$ cat src/rtl/spi_segment_master.sv
// spi_segment_master: SPI mode-0 initiator, MSB first, one byte per chip-select
// frame. Frame timing in clk cycles after the accepting edge, with D = CLK_DIV:
// SETUP D, SHIFT 16*D, HOLD D, GAP D.
// Optional build macro SPI_MASTER_MISO_CAPTURE_EN adds the miso input and the
// rx_data readback register. The transmit path is the same in both builds.
module spi_segment_master #(
    parameter int CLK_DIV    = 4,
    parameter int DATA_WIDTH = 8
) (
    input  logic                  clk,
    input  logic                  rst,
    input  logic [DATA_WIDTH-1:0] tx_data,
    input  logic                  tx_valid,
    output logic                  tx_ready,
    output logic                  tx_done,
    output logic                  sclk,
    output logic                  mosi,
`ifdef SPI_MASTER_MISO_CAPTURE_EN
    input  logic                  miso,
    output logic [DATA_WIDTH-1:0] rx_data,
`endif
    output logic                  cs_n
);

    localparam int DIV_W = $clog2(CLK_DIV + 1);

    typedef enum logic [2:0] {IDLE, SETUP, SHIFT, HOLD, GAP} state_e;

    state_e                state_q, state_d;
    logic [DIV_W-1:0]      div_q, div_d;
    logic [3:0]            half_q, half_d;
    logic [DATA_WIDTH-1:0] shreg_q, shreg_d;
    logic                  sclk_q, sclk_d;
    logic                  mosi_q, mosi_d;
    logic                  cs_n_q, cs_n_d;
    logic                  tx_done_q, tx_done_d;
    logic                  div_end;
    logic                  half_end;
    logic                  accept;

    assign div_end  = (div_q == DIV_W'(CLK_DIV - 1));
    assign half_end = (half_q == 4'd15);
    assign accept   = tx_valid && (state_q == IDLE);

    // State register; reset overrides a simultaneous acceptance.
    always_ff @(posedge clk) begin
        // NOTE: flops use non-blocking assignments so every register samples pre-edge values.
        if (rst) state_q <= IDLE;
        else     state_q <= state_d;
    end

    // Next-state logic: each timed state ends when the divider reaches CLK_DIV-1.
    always_comb begin
        // NOTE: a default assignment first keeps every path driven, so no latch is inferred.
        state_d = state_q;
        case (state_q)
            IDLE:    if (accept) state_d = SETUP;
            SETUP:   if (div_end) state_d = SHIFT;
            SHIFT:   if (div_end && half_end) state_d = HOLD;
            HOLD:    if (div_end) state_d = GAP;
            GAP:     if (div_end) state_d = IDLE;
            default: state_d = IDLE;
        endcase
    end

    // Output logic: next values of the registered SPI pins, counters and shifter.
    always_comb begin
        sclk_d    = sclk_q;
        mosi_d    = mosi_q;
        cs_n_d    = cs_n_q;
        shreg_d   = shreg_q;
        half_d    = half_q;
        tx_done_d = 1'b0;
        div_d     = (state_q == IDLE || div_end) ? '0 : div_q + DIV_W'(1);
        case (state_q)
            IDLE: begin
                if (accept) begin
                    shreg_d = tx_data;
                    cs_n_d  = 1'b0;
                    mosi_d  = tx_data[DATA_WIDTH-1];
                    half_d  = '0;
                end
            end
            SETUP: begin
                // First rising SCLK edge opens half-period 0.
                if (div_end) begin
                    sclk_d = 1'b1;
                    half_d = '0;
                end
            end
            SHIFT: begin
                if (div_end && !half_end) begin
                    half_d = half_q + 4'd1;
                    sclk_d = ~sclk_q;
                    // Falling edge advances mosi, except the 8th fall (entering half 15).
                    if (sclk_q && half_q != 4'd14) begin
                        shreg_d = {shreg_q[DATA_WIDTH-2:0], 1'b0};
                        mosi_d  = shreg_q[DATA_WIDTH-2];
                    end
                end
            end
            HOLD: begin
                if (div_end) begin
                    cs_n_d    = 1'b1;
                    mosi_d    = 1'b0;
                    tx_done_d = 1'b1;
                end
            end
            default: ;
        endcase
    end

    // Datapath registers; a reset abandons any frame in progress.
    always_ff @(posedge clk) begin
        if (rst) begin
            div_q     <= '0;
            half_q    <= '0;
            shreg_q   <= '0;
            sclk_q    <= 1'b0;
            mosi_q    <= 1'b0;
            cs_n_q    <= 1'b1;
            tx_done_q <= 1'b0;
        end else begin
            div_q     <= div_d;
            half_q    <= half_d;
            shreg_q   <= shreg_d;
            sclk_q    <= sclk_d;
            mosi_q    <= mosi_d;
            cs_n_q    <= cs_n_d;
            tx_done_q <= tx_done_d;
        end
    end

    assign tx_ready = (state_q == IDLE);
    assign tx_done  = tx_done_q;
    assign sclk     = sclk_q;
    assign mosi     = mosi_q;
    assign cs_n     = cs_n_q;

`ifdef SPI_MASTER_MISO_CAPTURE_EN
    logic [DATA_WIDTH-1:0] rx_shreg_q, rx_shreg_d;
    logic [DATA_WIDTH-1:0] rx_data_q, rx_data_d;
    logic                  rise_evt;

    // Receive logic: sample miso on every rising SCLK edge, publish with tx_done.
    always_comb begin
        rise_evt   = (state_q == SETUP && div_end) ||
                     (state_q == SHIFT && div_end && !half_end && !sclk_q);
        rx_shreg_d = rise_evt ? {rx_shreg_q[DATA_WIDTH-2:0], miso} : rx_shreg_q;
        rx_data_d  = (state_q == HOLD && div_end) ? rx_shreg_q : rx_data_q;
    end

    // Receive registers.
    always_ff @(posedge clk) begin
        if (rst) begin
            rx_shreg_q <= '0;
            rx_data_q  <= '0;
        end else begin
            rx_shreg_q <= rx_shreg_d;
            rx_data_q  <= rx_data_d;
        end
    end

    assign rx_data = rx_data_q;
`endif

endmodule

$ cat config.mk
export PLATFORM = sky130hd
export DESIGN_NAME = spi_segment_master
export DESIGN_NICKNAME = d
export VERILOG_FILES = /design/src/rtl/spi_segment_master.sv
export SDC_FILE = /design/constraint.sdc
export NUM_CORES = 1
export LEC_CHECK = 0
export BUFFER_PORTS_ARGS = -buffer_cell sky130_fd_sc_hd__clkbuf_2
export CAP_MARGIN = 20
export CORE_MARGIN = 3
export CORE_UTILIZATION = 45
export CTS_CLUSTER_SIZE = 12
export DETAILED_ROUTE_END_ITERATION = 6
export HOLD_SLACK_MARGIN = 0.06
export MAX_ROUTING_LAYER = met4
export PLACE_DENSITY = 0.65
export SYNTH_ARGS = -nofsm -noshare
export SYNTH_HDL_FRONTEND = slang
export SYNTH_SLANG_ARGS = --single-unit
$ cat constraint.sdc
create_clock -name clk -period 2.55 [get_ports clk]
set_input_delay 0.255 -clock clk [delete_from_list [all_inputs] [get_ports clk]]
set_output_delay 0.255 -clock clk [all_outputs]
set_load 0.03 [all_outputs]
==> results.yml, run 1 <==
status:
  outcome: "completed"
finish:
  diodes: 0
  multi_input_area_um2: 614
  fillers: 231
  nNetsFinal: 145
  syn_to_final_growth_pct: 7.50
  regArea_um2: 420
  drive_above_1_share_pct: 20.2
  stdcell_count: 157
timing:
  tightestPinTransition_ns: 0.717
  fin_setup_tns_ns: 0
  final-setup-viol-count: 0
  slew_viol_final: 0
  skew_ns: 0.0130
  hold_viol_final: 0
  fmax_ghz: 0.520
  fin_crit_ns: 1.92
  max-slew-margin-rel_pct: 52.1
  grt_setup_unrepaired: "false"
  period_share_pct: 75.4
clocking:
  path_clk_slew_ns: 0.13
  ctsResizeCount: 0
  cts.sinks: 21
  clock-root-buffer: "clkbuf_4"
  clkLatencyLatePin_ns: 0.31
  clk_path_buf_depth: 2
  htree_levels: 1
  cts_hold_buf: 0
  postCtsSetupRepairBufs: 0
  tritoncts: "done"
  numCtsBuffers: 3
synthesis:
  synth_area_leaders: "dfxtp_1 38%, mux2i_1 6.4%, ha_1 4.5%"
  synthesis.area_um2: 1100
  yosysUniqueCellTypes: 42
  synth_top_cell_by_area: "dfxtp_1"
  synth-edff-count: 0
  synth.most_common_cell: "dfxtp_1"
  avgSynthCellArea_um2: 9.18
  syn-num-nets: 135
  ys_warn_count: 0
  ys_ff_latch: 21
  yosysTopAreaCellShare_pct: 38.2
  synth-async-reset-ratio_pct: 0
  ys_seq_area_share_pct: 38.2
  synthTopCellsByCount: "21 x dfxtp_1, 10 x nor2_1, 7 x a21oi_1, 7 x mux2i_1, 6 x nand3_1"
  synth_ff_type: "dfxtp_1"
  synthCells: 120
worst_setup_path:
  crit_type: "reg -> reg"
  crit_path_max_fanout: 19
  cp-end-kind: "flip-flop"
  required_ns: 2.80
  cp.arrival_ns: 2.17
  start_kind: "flip-flop"
pwr:
  power_density_nw_per_um2: 488
  power.leakage_nw: 0.446
  p_total_mw: 0.578
  ir_worst_vdd_v: 0.000442
global_route:
  grt_util_all_layers_pct: 15.2
  grt_overflow: 0
  grt_pass1_wl_um: 3770
  grt_max_degree: 20
  antenna_found_initial: 0
  grt_pass1_vias: 845
routing:
  wl_met3_um: 90
  met2_wirelength_um: 952
  dr.pass1.iters: 4
  wl_per_cell_um: 13.8
  routed_wl_um: 2170
  wl_met1_um: 1110
  top_layer: "met4"
  drt_iter0_markers: 16
  viasPerCell: 5.76
  ant_nets: 0
  drc: 0
  via_count: 904
placed_design:
  dp_hpwl_um: 1510
  dp.cells: 153
  gp_congestion: 0.793
  port_buffers: 15
hold_path:
  holdCritPathClass: "in -> reg"
floorplan:
  start_util_pct: 48.4
  io_pins: 16
  die_w_um: 55.5
  core_um2: 2280
  die_y_um: 55.5
  rows: 17
  fp.dieArea_um2: 3080
flow_run:
  drv_cap: 0
[per-layer routing]
metal  vias up  global-route usage (%)
met3         4                    6.07
met5         -                       -
met2        17                    22.3
met1       425                    19.9
met4         0                    2.78
li1        458                       -
[sequential cells by signal, indices dropped and copies added, names as in the netlist]
signal   cells
div_q        3
shreg_q      7
state_q      3
cs_n         1
tx_done      1
sclk         1
half_q       4
mosi         1
[logic make-up (layout without fill, tap and decap cells)]
logic type,after synthesis,after routing,synth area share [%]
AO/OA/AOI/OAI,34,34,23.5
XOR/XNOR,1,1,0.796
adder cells (fa/ha/maj),4,4,4.55
buffers and inverters,13,22,6.02
flip-flops,21,21,38.2
multiplexers,7,7,6.36
AND/OR/NAND/NOR,40,40,20.6
[power by group]
part / leakage (nW) / total (mW) / switching [mW] / internal (mW)
clock: 0.0177 / 0.162 / 0.103 / 0.0585
combinational: 0.257 / 0.0650 / 0.0365 / 0.0284
sequential: 0.171 / 0.351 / 0.0113 / 0.340
[final timing paths]
kind	start	endpoint	depth (start not counted)	slack [ns]
worst max-delay path	state_q[1]$_SDFFE_PP0P_	shreg_q[1]$_SDFFE_PP0P_	4	0.63
worst min-delay path	tx_data[7]	mosi$_SDFFE_PP0P_	3	0.22
worst max register to register	state_q[1]$_SDFFE_PP0P_	shreg_q[1]$_SDFFE_PP0P_	4	0.63
worst min register to register	div_q[0]$_SDFF_PP0_	div_q[0]$_SDFF_PP0_	1	0.43
[layout by cell type, fill, tap and decap left out, types with 2 or more instances in the layout]
master / n
dfxtp_1: 21
clkbuf_2: 15
nor2_1: 10
mux2i_1: 7
a21oi_1: 7
nand3_1: 6
nand2_1: 5
a21o_1: 5
a21oi_2: 4
a311oi_1: 4
ha_1: 4
inv_1: 3
nor3_1: 3
nor2b_1: 3
clkbuf_4: 3
or3_1: 2
and3_1: 2
o21ai_1: 2
[stage by stage]
step	utilization (%)	instance area, µm²	hold slack [ns]	worst slack, ns
after floorplan	-	1100	0.399	0.936
final	52.0	1180	0.219	0.627
after global placement	50.8	1160	0.407	0.742
after detailed placement	50.8	1160	0.422	0.679
after global routing	52.0	1180	0.215	0.469
after CTS	52.0	1180	0.207	0.645
[area by class of cell]
type | instances | area share, %
clock inverters | 1 | 0.423
clock buffers | 3 | 1.90
flip-flops and latches | 21 | 35.5
well taps | 28 | 2.96
inverters | 3 | 0.951
repair buffers | 15 | 6.34
multi-input cells | 86 | 51.9
[critical path, stage by stage (launching register included)]
cell and delay (ns):
dfxtp_1 0.81, and4bb_1 0.39, nand3_2 0.24, a22o_1 0.28, a21oi_1 0.13
No activity file was read; power rests on OpenSTA's default activity.
==> run 2: changes to the inputs <==
--- a/config.mk
+++ b/config.mk
@@ -13,7 +13,7 @@
 export DETAILED_ROUTE_END_ITERATION = 6
 export HOLD_SLACK_MARGIN = 0.06
 export MAX_ROUTING_LAYER = met4
-export PLACE_DENSITY = 0.65
+export PLACE_DENSITY = 0.68
 export SYNTH_ARGS = -nofsm -noshare
 export SYNTH_HDL_FRONTEND = slang
 export SYNTH_SLANG_ARGS = --single-unit
==> constraint.sdc (replaced) <==
create_clock -name clk -period 1.7 [get_ports clk]
set_input_delay 0.17 -clock clk [delete_from_list [all_inputs] [get_ports clk]]
set_output_delay 0.17 -clock clk [all_outputs]
set_load 0.03 [all_outputs]
==> run 2 against run 1 <==
Clock skew about the same. Clock-buffer cell count rose by 1. Register-to-register slack worse by 0.55 ns. Non-clock buffer count rose by 8. Die area stayed put. Design area is 10% higher. Wire length rose by 12%. Via count increased by 4.2%. Sequential power is 49% higher. Sequential cell count is the same. First-iteration DRC count fell by 31%. Largest cell class unchanged. Largest power group unchanged.
==> results.yml, run 2 (same netlist as run 1, synthesis figures left out) <==
timing:
  tightestPinTransition_ns: 0.449
  slew_viol_final: 0
  fmax_ghz: 0.617
  fin_crit_ns: 1.62
  fin_setup_tns_ns: 0
  period_share_pct: 95.3
  skew_ns: 0.0132
  fin_hold_ws_ns: 0.209
  max-slew-margin-rel_pct: 70.1
  final-setup-viol-count: 0
  hold_viol_final: 0
worst_setup_path:
  crit_type: "reg -> reg"
  crit_buf_inv: 2
  critical_path.max_stage_delay_ns: 0.38
  worstPathCellList: "inv_1 -> ha_1 -> o211ai_1 -> buf_4 -> nand3_4 -> a22o_1 -> a21oi_1"
  cp_slowest_cell: "dfxtp_2"
  cp_num_cells: 7
  cp-end-kind: "flip-flop"
  required_ns: 1.95
  path_delay_family: "compound AO/OA/AOI/OAI gates"
  crit_path_max_fanout: 12
  timing.rr.end: "shreg_q[1]$_SDFFE_PP0P_"
  r2r_slack_ns: 0.08
  start_kind: "flip-flop"
  r2r_cells: 7
  r2r_start: "half_q[0]$_SDFFE_PP0P_"
  startpoint: "half_q[0]$_SDFFE_PP0P_"
  cp.arrival_ns: 1.87
floorplan:
  fp.dieArea_um2: 3080
  rows: 17
  die_y_um: 55.5
  start_util_pct: 48.4
  die_w_um: 55.5
  io_pins: 16
  core_um2: 2280
routing:
  dr.pass1.iters: 4
  viasPerCell: 5.71
  ant_nets: 0
  via_count: 942
  drc: 0
  drt_iter0_markers: 11
  routed_wl_um: 2440
  wl_per_cell_um: 14.8
pwr:
  power.leakage_nw: 0.487
  ir_worst_vdd_v: 0.000475
  switching_share_pct: 26.4
  power_frac_comb_pct: 12.5
  pwr-share-seq_pct: 59.3
  pwr-share-clk_pct: 28.1
  p_total_mw: 0.883
  p_sw_mw: 0.233
  internal_power_mw: 0.650
  power_density_nw_per_um2: 675
hold_path:
  holdCritPathClass: "in -> reg"
  min_from: "tx_data[7]"
  holdPathStages: 3
  min_to: "mosi$_SDFFE_PP0P_"
finish:
  layout.cells.most_common_list: "18 x dfxtp_1, 15 x clkbuf_2, 10 x nor2_1, 8 x buf_4"
  largest_reg_flops: 7
  finish.instance_area_um2: 1310
  stdcell_count: 165
  drive_above_1_share_pct: 30.7
  diodes: 0
  reg.largest.list: "shreg_q x7, half_q x4"
  regMostFlops: "shreg_q"
  syn_to_final_growth_pct: 18.7
  layout.cells.most_common: "dfxtp_1"
  nNetsFinal: 153
clocking:
  cts.sinks: 21
  clock-root-buffer: "clkbuf_4"
  path_clk_slew_ns: 0.13
  htree_levels: 1
  clkLatencyLatePin_ns: 0.31
  numCtsBuffers: 3
  clk_path_buf_depth: 2
  tritoncts: "done"
global_route:
  grt_pass1_wl_um: 3880
  grt_pass1_vias: 876
  gr-usage-met1_pct: 20.5
  grt_overflow: 0
  antenna_found_initial: 0
  grt_util_all_layers_pct: 15.9
  grt_max_degree: 20
  use_met3_pct: 2.57
  busiest_layer: "met2"
  grtUsageMet2_pct: 23.6
status:
  outcome: "completed"
placed_design:
  gp_congestion: 0.759
  dpl_cell_area_um2: 1210
  port_buffers: 15
  dp.cells: 160
  dp_hpwl_um: 1580
flow_run:
  drv_cap: 0
[run 2: changes by cell type in the layout (fill, tap and decap cells not counted), sizes merged]
cell    previous run  this run
buf                0         8
clkbuf            18        19
clkinv             1         0
[run 2: how the worst max path moves through the flow]
stage / to / slack (ns)
2_1_floorplan: shreg_q[5]$_SDFFE_PP0P_ / 0.09
3_3_place_gp: shreg_q[1]$_SDFFE_PP0P_ / 0.05
5_1_grt: half_q[0]$_SDFFE_PP0P_ / -0.03
3_5_place_dp: shreg_q[1]$_SDFFE_PP0P_ / -0.01
4_1_cts: mosi$_SDFFE_PP0P_ / -0.03
6_report: shreg_q[1]$_SDFFE_PP0P_ / 0.08
[run 2: power by group through the flow]
| stage | logic [mW] | registers [mW] | clock network [mW] |
|---|---|---|---|
| 6_report | 0.111 | 0.524 | 0.249 |
| 5_1_grt | 0.122 | 0.527 | 0.278 |
| 4_1_cts | 0.104 | 0.523 | 0.251 |
| 3_5_place_dp | 0.103 | 0.534 | 0 |
| 3_3_place_gp | 0.101 | 0.533 | 0 |
| 2_1_floorplan | 0.0722 | 0.535 | 0 |
[run 2: final cells by class]
class / count / area, µm²
fillers: 197 / 968
multi-input cells: 86 / 676
flip-flops and latches: 21 / 424
repair buffers: 23 / 135
well taps: 28 / 35.0
clock buffers: 4 / 26.3
inverters: 3 / 11.3
[run 2: through the flow]
stage	setup WS, ns	util [%]
2_1_floorplan	0.0856	-
3_3_place_gp	0.0527	53.1
3_5_place_dp	-0.0114	53.1
4_1_cts	-0.0294	54.6
5_1_grt	-0.0272	57.4
6_report	0.0791	57.4
[run 2: repair_timing]
item | CTS | global route
endpoints found under the setup margin | 3 | 13
hold buffers | 0 | 0
pin swaps | 0 | 1
resized for setup | 1 | 12
buffers inserted | 0 | 1
[run 2: per-layer routing]
layer / vias up / wire (µm)
met4: 0 / 42
li1: 479 / -
met3: 4 / 80
met1: 440 / 1180
met5: - / 0
met2: 19 / 1140
[run 2: worst min-delay path: cells and delay by family]
kind | cells | cell delay, ns
and+or+nand+nor | 1 | 0.16
buffers and inverters | 1 | 0.08
AOI/OAI and AO/OA | 1 | 0.07
